[config.mk]
export PLATFORM = sky130hd
export DESIGN_NAME = sdram_port_arbiter
export DESIGN_NICKNAME = d
export VERILOG_FILES = /design/src/rtl/sdram_port_arbiter.sv
export SDC_FILE = /design/constraint.sdc
export NUM_CORES = 1
export LEC_CHECK = 0
export BUFFER_PORTS_ARGS = -buffer_cell sky130_fd_sc_hd__buf_2
export CELL_PAD_IN_SITES_DETAIL_PLACEMENT = 1
export CELL_PAD_IN_SITES_GLOBAL_PLACEMENT = 2
export CORE_MARGIN = 2
export CORE_UTILIZATION = 29
export DETAILED_ROUTE_END_ITERATION = 10
export PLACE_DENSITY_LB_ADDON = 0.08
export REMOVE_ABC_BUFFERS = 1
export SYNTH_ARGS = -nofsm -noshare
export SYNTH_HDL_FRONTEND = slang
export SYNTH_SLANG_ARGS = --single-unit
[constraint.sdc]
create_clock -name clk -period 2.1 [get_ports clk]
set_clock_uncertainty 0.1 [all_clocks]
set_input_delay 0.21 -clock clk [delete_from_list [all_inputs] [get_ports clk]]
set_output_delay 0.21 -clock clk [all_outputs]
set_load 0.05 [all_outputs]
[src/rtl/sdram_port_arbiter.sv]
// sdram_port_arbiter: round-robin arbiter that lets one read port and one write port share a
// single-word SDRAM controller interface. Only one read is ever in flight, and every output is
// registered.
//
// Ports:
//   clk, n_rst                 clock (rising edge) and asynchronous active-low reset
//   rd_req, rd_addr            read request and address (held while rd_req=1)
//   rd_gnt, rd_valid, rd_err   one-cycle pulses: read accepted, data returned, read timed out
//   rd_data                    returned read word
//   wr_req, wr_addr, wr_data   write request, address and data (held while wr_req=1)
//   wr_gnt                     one-cycle pulse: write issued
//   sdram_read_en/write_en     SDRAM strobes (never high together)
//   address_sdram              SDRAM address
//   writeData_sdram            SDRAM write data
//   data_sdram                 SDRAM read data
//   sdram_datareadvalid        SDRAM read-data qualifier
//   busy                       high whenever the FSM is outside IDLE
module sdram_port_arbiter #(
  parameter int unsigned ADDR_W  = 26,
  parameter int unsigned DATA_W  = 32,
  parameter int unsigned TIMEOUT = 255
) (
  input  logic              clk,
  input  logic              n_rst,
  input  logic              rd_req,
  input  logic [ADDR_W-1:0] rd_addr,
  output logic              rd_gnt,
  output logic [DATA_W-1:0] rd_data,
  output logic              rd_valid,
  output logic              rd_err,
  input  logic              wr_req,
  input  logic [ADDR_W-1:0] wr_addr,
  input  logic [DATA_W-1:0] wr_data,
  output logic              wr_gnt,
  output logic              sdram_read_en,
  output logic              sdram_write_en,
  output logic [ADDR_W-1:0] address_sdram,
  output logic [DATA_W-1:0] writeData_sdram,
  input  logic [DATA_W-1:0] data_sdram,
  input  logic              sdram_datareadvalid,
  output logic              busy
);

  localparam logic [7:0] TimeoutCnt = 8'(TIMEOUT);

  typedef enum logic [1:0] {StIdle, StRdIssue, StRdWait, StWrIssue} state_e;

  state_e              state_q, state_d;
  logic                last_wr_q, last_wr_d;
  logic [7:0]          cnt_q, cnt_d;
  logic [7:0]          cnt_inc;
  logic [ADDR_W-1:0]   addr_q, addr_d;
  logic [DATA_W-1:0]   wdata_q, wdata_d;
  logic [DATA_W-1:0]   rd_data_q, rd_data_d;
  logic                rd_gnt_q, rd_gnt_d;
  logic                wr_gnt_q, wr_gnt_d;
  logic                rd_valid_q, rd_valid_d;
  logic                rd_err_q, rd_err_d;
  logic                read_en_q, read_en_d;
  logic                write_en_q, write_en_d;
  logic                busy_q, busy_d;

  assign cnt_inc = cnt_q + 8'd1;

  // Outputs are driven from next-state values so each registered strobe lines up exactly with
  // the cycle the FSM spends in the corresponding state.
  always_comb begin
    state_d    = state_q;
    last_wr_d  = last_wr_q;
    cnt_d      = cnt_q;
    addr_d     = addr_q;
    wdata_d    = wdata_q;
    rd_data_d  = rd_data_q;
    rd_gnt_d   = 1'b0;
    wr_gnt_d   = 1'b0;
    rd_valid_d = 1'b0;
    rd_err_d   = 1'b0;
    read_en_d  = 1'b0;
    write_en_d = 1'b0;

    unique case (state_q)
      StIdle: begin
        // On a tie the write wins unless the write was the last one served.
        if (wr_req && (!rd_req || !last_wr_q)) begin
          state_d    = StWrIssue;
          addr_d     = wr_addr;
          wdata_d    = wr_data;
          wr_gnt_d   = 1'b1;
          write_en_d = 1'b1;
        end else if (rd_req) begin
          state_d   = StRdIssue;
          addr_d    = rd_addr;
          rd_gnt_d  = 1'b1;
          read_en_d = 1'b1;
        end
      end
      StRdIssue: begin
        state_d   = StRdWait;
        last_wr_d = 1'b0;
        cnt_d     = 8'd0;
      end
      StRdWait: begin
        cnt_d = cnt_inc;
        // Valid data on the final wait cycle still wins over the timeout.
        if (sdram_datareadvalid) begin
          state_d    = StIdle;
          rd_data_d  = data_sdram;
          rd_valid_d = 1'b1;
        end else if (cnt_inc == TimeoutCnt) begin
          state_d  = StIdle;
          rd_err_d = 1'b1;
        end
      end
      StWrIssue: begin
        state_d   = StIdle;
        last_wr_d = 1'b1;
      end
      default: state_d = StIdle;
    endcase

    busy_d = (state_d != StIdle);
  end

  always_ff @(posedge clk or negedge n_rst) begin
    if (!n_rst) begin
      state_q    <= StIdle;
      last_wr_q  <= 1'b0;
      cnt_q      <= 8'd0;
      addr_q     <= '0;
      wdata_q    <= '0;
      rd_data_q  <= '0;
      rd_gnt_q   <= 1'b0;
      wr_gnt_q   <= 1'b0;
      rd_valid_q <= 1'b0;
      rd_err_q   <= 1'b0;
      read_en_q  <= 1'b0;
      write_en_q <= 1'b0;
      busy_q     <= 1'b0;
    end else begin
      state_q    <= state_d;
      last_wr_q  <= last_wr_d;
      cnt_q      <= cnt_d;
      addr_q     <= addr_d;
      wdata_q    <= wdata_d;
      rd_data_q  <= rd_data_d;
      rd_gnt_q   <= rd_gnt_d;
      wr_gnt_q   <= wr_gnt_d;
      rd_valid_q <= rd_valid_d;
      rd_err_q   <= rd_err_d;
      read_en_q  <= read_en_d;
      write_en_q <= write_en_d;
      busy_q     <= busy_d;
    end
  end

  assign rd_gnt          = rd_gnt_q;
  assign wr_gnt          = wr_gnt_q;
  assign rd_data         = rd_data_q;
  assign rd_valid        = rd_valid_q;
  assign rd_err          = rd_err_q;
  assign sdram_read_en   = read_en_q;
  assign sdram_write_en  = write_en_q;
  assign address_sdram   = addr_q;
  assign writeData_sdram = wdata_q;
  assign busy            = busy_q;

endmodule
# Yosys cells after proc, flatten, opt, wreduce, memory -nomap -nowiden
# Index checks and enable logic that the tools add are counted.
[classes] n_addsub=1 n_eq_ne=4 muxes=19 n_reduce_logical=12
[ops] operator="2-to-1 mux 26 bit" n=2
[ops] operator="one-hot mux 8 bit (2 select lines)" n=1
[ops] operator="2-to-1 mux 1 bit" n=10
[ops] operator="adder 8 x 1 -> 8 bit (second input constant)" n=1
[ops] operator="== test 8 bit (second input constant)" n=1
[ops] operator="2-to-1 mux 2 bit" n=4
[ops] operator="one-hot mux 2 bit (4 select lines)" n=1
[ops] operator="nonzero test 2 bit" n=4
[ops] operator="AND reduction 2 bit" n=3
[ops] operator="== test 2 bit (second input constant)" n=2
[ops] operator="== test 2 x 1 -> 1 bit (second input constant)" n=1
[ops] operator="zero test 1 bit" n=2
[ops] operator="zero test 2 bit" n=1
[ops] operator="one-hot mux 1 bit (2 select lines)" n=1
[ops] operator="logical AND 1 bit" n=1
[ops] operator="logical OR 1 bit" n=1
[totals] ff_bits=106 in_bits=121 output_inout_bits=97

# Logic depth before layout (Yosys ltp)
[logic_depth] ltp_word=6 depth_mapped=7

# Least setup slack after synthesis
# No wires, ideal clock.
[synth_timing] path_kind="reg-to-reg" start="reg state_q[0]" end="reg rd_data_q[10] (netlist: rd_data[10])" setup_ns=0.125 t_arrival_ns=1.446 required_time_ns=1.875 slack_ns=0.430 path_stages_with_launch=7 n_path_buf=2 cell_sequence="dfrtp_1 inv_1 ha_1 buf_2 nand2_1 buf_2 mux2_2"
[synth_via] elab_chain_len=2
[synth_lines] item="start: declaration" line="48" source="state_e state_q, state_d;"
[synth_lines] item="start signal: assignment" line="126" source="state_q <= StIdle;"
[synth_lines] item="start signal: assignment" line="140" source="state_q <= state_d;"
[synth_lines] item="== test 2 bit" line="81" source="unique case (state_q)"
[synth_lines] item="AND reduction 2 bit (no source line)"
[synth_lines] item="end signal: assignment" line="145" source="rd_data_q <= rd_data_d;"
[synth_lines] item="end: declaration" line="54" source="logic [DATA_W-1:0] rd_data_q, rd_data_d;"
# Every way passes these cells.
# A chain may end at the register's enable or synchronous reset.

# Worst setup path after layout
[layout_timing] start="reg state_q[1]" end="reg wdata_q[29] (netlist: writeData_sdram[29])"
[layout_via] elab_chain_len=2
[layout_lines] item="zero test 2 bit" line="81"
[layout_lines] item="AND reduction 2 bit (no source line)"
[layout_lines] item="end signal: assignment" line="144" source="wdata_q <= wdata_d;"
[layout_lines] item="end: declaration" line="53" source="logic [DATA_W-1:0] wdata_q, wdata_d;"
# Every way passes these cells.

==> impl_metrics.json <==
{
  "numCtsBuffers": 9,
  "yosysUniqueCellTypes": 41,
  "worst-path-stages": 5,
  "min_path_cells": 2,
  "synth_compound_area_share_pct": 5.90,
  "synth_top_family_by_area": "multiplexers",
  "cp-start-kind": "register",
  "synth_area_leaders": "dfrtp_1 57%, mux2_4 9.4%, mux2_2 8.5%, mux2i_1 6.1%, o21ai_0 3.4%",
  "worstMarginPinSlew_ns": 0.512,
  "hold_viol": 0,
  "max_freq_ghz": 0.560,
  "netlist_area_sq_um": 4630,
  "synth-edff-count": 0,
  "synth-simple-area-share_pct": 6.87,
  "slowest_stage": "dfrtp_1",
  "grt_pass1_wl_mm": 20.3,
  "place_congestion": 0.751,
  "start_util_pct": 29.4,
  "top_usage_layer": "met2",
  "rows": 46,
  "dpl.hpwl_mm": 9.14,
  "wl_per_cell_microns": 15.4,
  "rsz0062_at_grt": "no",
  "synthAdderAreaFrac_pct": 1.62,
  "port_buffers": 217,
  "drv_cap": 0,
  "via_count": 3666,
  "drt_iter0_drc": 113,
  "synthFlopType": "dfrtp_1",
  "maxSlewViolCount": 0,
  "setup_viol": 0,
  "synth_cells": 349,
  "cpLargestDelayFamily": "flip-flops",
  "globalRouteMet1Util_pct": 18.1,
  "crit_arrival_ns": 1.93,
  "ant_nets": 0,
  "syn2layout_area_growth_pct": 49.3,
  "drcViolationCount": 0,
  "cp-end-kind": "register",
  "dpl_worst_slack_ns": 0.307,
  "period_share_pct": 85.0,
  "worstPathRequired_ns": 2.24,
  "n_antenna_cell": 0,
  "grt_max_degree": 53,
  "die_w_microns": 130,
  "worstRegToRegCells": 5,
  "die_h_microns": 130,
  "worst_slack_ns": 0.315,
  "cts-resized-gates": 0,
  "grt_pass1_vias": 3903,
  "cts_root_buf": "clkbuf_16",
  "drive_gt1_share_pct": 48.7,
  "dieArea_sq_um": 17000,
  "critical_path_class": "reg2reg",
  "antenna_found_initial": 0,
  "hp-class": "in2reg",
  "core_sq_um": 15700,
  "cp_max_fo": 33,
  "slew_headroom_pct": 65.9,
  "clockBufferDepth": 2,
  "yosysSeqAreaShare_pct": 57.3,
  "hold_path.startpoint": "data_sdram[0]",
  "synth_top_area_share_pct": 57.3,
  "startpoint": "state_q[1]",
  "min_period_ns": 1.78,
  "ys_top_cells_by_count": "106 x dfrtp_1, 35 x mux2_2, 35 x nand2_1, 31 x o21ai_0, 29 x mux2_4",
  "critPathMaxStageDelay_ns": 0.42,
  "yosysMostFrequentCell": "dfrtp_1",
  "routed_wl_mm": 13.1,
  "clk_latency_ns": 0.35,
  "yosysWarnings": 0,
  "status": "complete, no violations",
  "tritoncts": "done",
  "viasPerCell": 4.32,
  "peakVddDrop_mv": 0.709,
  "layout.nets": 755,
  "fin_util_pct": 43.9,
  "met3_usage_pct": 5.13,
  "htree_levels": 3,
  "gr-total-overflow": 0,
  "r2r-start": "state_q[1]",
  "clk_pin_slew_ns": 0.08,
  "leakagePower_nw": 3.51,
  "avgSynthCellArea_sq_um": 13.3,
  "path_cells": "inv_1 -> ha_1 -> nand2_4 -> buf_12 -> mux2_2",
  "synth_seq_cells": 106,
  "first_pass_iters": 4,
  "yosys.area.top_type": "dfrtp_1",
  "use_met2_pct": 26.5,
  "crit_buf_inv": 2,
  "synth-xor-area-share_pct": 0.379,
  "clkSinkCount": 106,
  "p_per_area_nw_per_um2": 1730,
  "io_pins": 218,
  "async_flop_share_pct": 100,
  "grt_usage_pct": 15.5,
  "power_mw": 12.0,
  "muxShareOfSynthArea_pct": 24.0
}
## worst reg2reg max path, cell delays in order, from the launching register on
cell	delay, ns
dfrtp_1	0.42
inv_1	0.09
ha_1	0.31
nand2_4	0.11
buf_12	0.24
mux2_2	0.41
## placed cells by master, fill, tap and decap left out, types with 2 or more instances in the layout
master	instances
a21o_1	2
and4_1	2
buf_12	4
buf_2	216
buf_4	5
clkbuf_16	9
clkinv_2	2
dfrtp_1	106
dlygate4sd3_1	64
ha_1	6
inv_1	10
mux2_2	35
mux2_4	29
mux2i_1	28
nand2_1	35
nand2b_1	2
nand3_1	4
nand3b_1	2
nor2_1	7
nor2b_1	6
o21ai_0	31
o31ai_1	2
## path summary, 6_finish.rpt
kind	endpoint	slack [ns]
max	writeData_sdram[29]	0.32
min	rd_data[0]	0.01
max reg2reg	writeData_sdram[29]	0.32
min reg2reg	address_sdram[2]	0.37
max in group asynchronous	rd_data[5]	0.99
min in group asynchronous	rd_data[1]	0.26
## layer usage
metal / wire (microns) / share of wire [%] / up-vias
met5: 0 / 0 / -
met4: 190 / 1.4 / 0
met3: 1150 / 8.8 / 12
met2: 6350 / 48 / 136
met1: 5410 / 41 / 1757
li1: - / - / 1761
## registers in the layout, summed over array words and instances, names as in the netlist
name             flops
rd_data             32
writeData_sdram     32
address_sdram       26
cnt_q                8
state_q              2
busy                 1
last_wr_q            1
rd_err               1
rd_valid             1
sdram_read_en        1
sdram_write_en       1
## cell type report
| type | count | area, sq um |
|---|---|---|
| repair buffers | 289 | 1840 |
| multi-input cells | 212 | 1810 |
| fillers | 1784 | 8810 |
| flip-flops and latches | 106 | 2650 |
| well taps | 216 | 270 |
| clock buffers | 10 | 229 |
| inverters | 10 | 37.5 |
| clock inverters | 6 | 65.1 |
## stage by stage
| stage | setup TNS (ns) | cells | hold WS, ns | area [sq um] |
|---|---|---|---|---|
| 2_1_floorplan | -30.02 | 328 | -0.186 | 4480 |
| 3_3_place_gp | 0 | 769 | 0.118 | 5970 |
| 3_5_place_dp | 0 | 769 | 0.124 | 5970 |
| 4_1_cts | 0 | 849 | 0.00112 | 6910 |
| 5_1_grt | 0 | 849 | 0.00361 | 6910 |
| 6_report | 0 | 849 | 0.0112 | 6910 |
## repair_timing
action,4_1_cts,5_1_grt
hold buffers,64,0
setup buffers,0,0
hold endpoints to repair,98,0
endpoints found under the setup margin,0,0
## cell families (layout without fill, tap and decap cells)
family,count (synthesis),count (layout)
buffers and inverters,31,315
and+or+nand+nor,66,66
adders and majority gates,6,6
AOI/OAI and AO/OA,46,46
xor gates and xnor gates,2,2
DFF,106,106
muxes,92,92
## power breakdown
group | switching (mW) | internal, mW | total, mW
sequential | 0.488 | 3.00 | 3.49
clock | 0.787 | 0.928 | 1.72
combinational | 4.77 | 2.00 | 6.77
total | 6.05 | 5.93 | 12.0
Power figures use the tool's default switching activity.
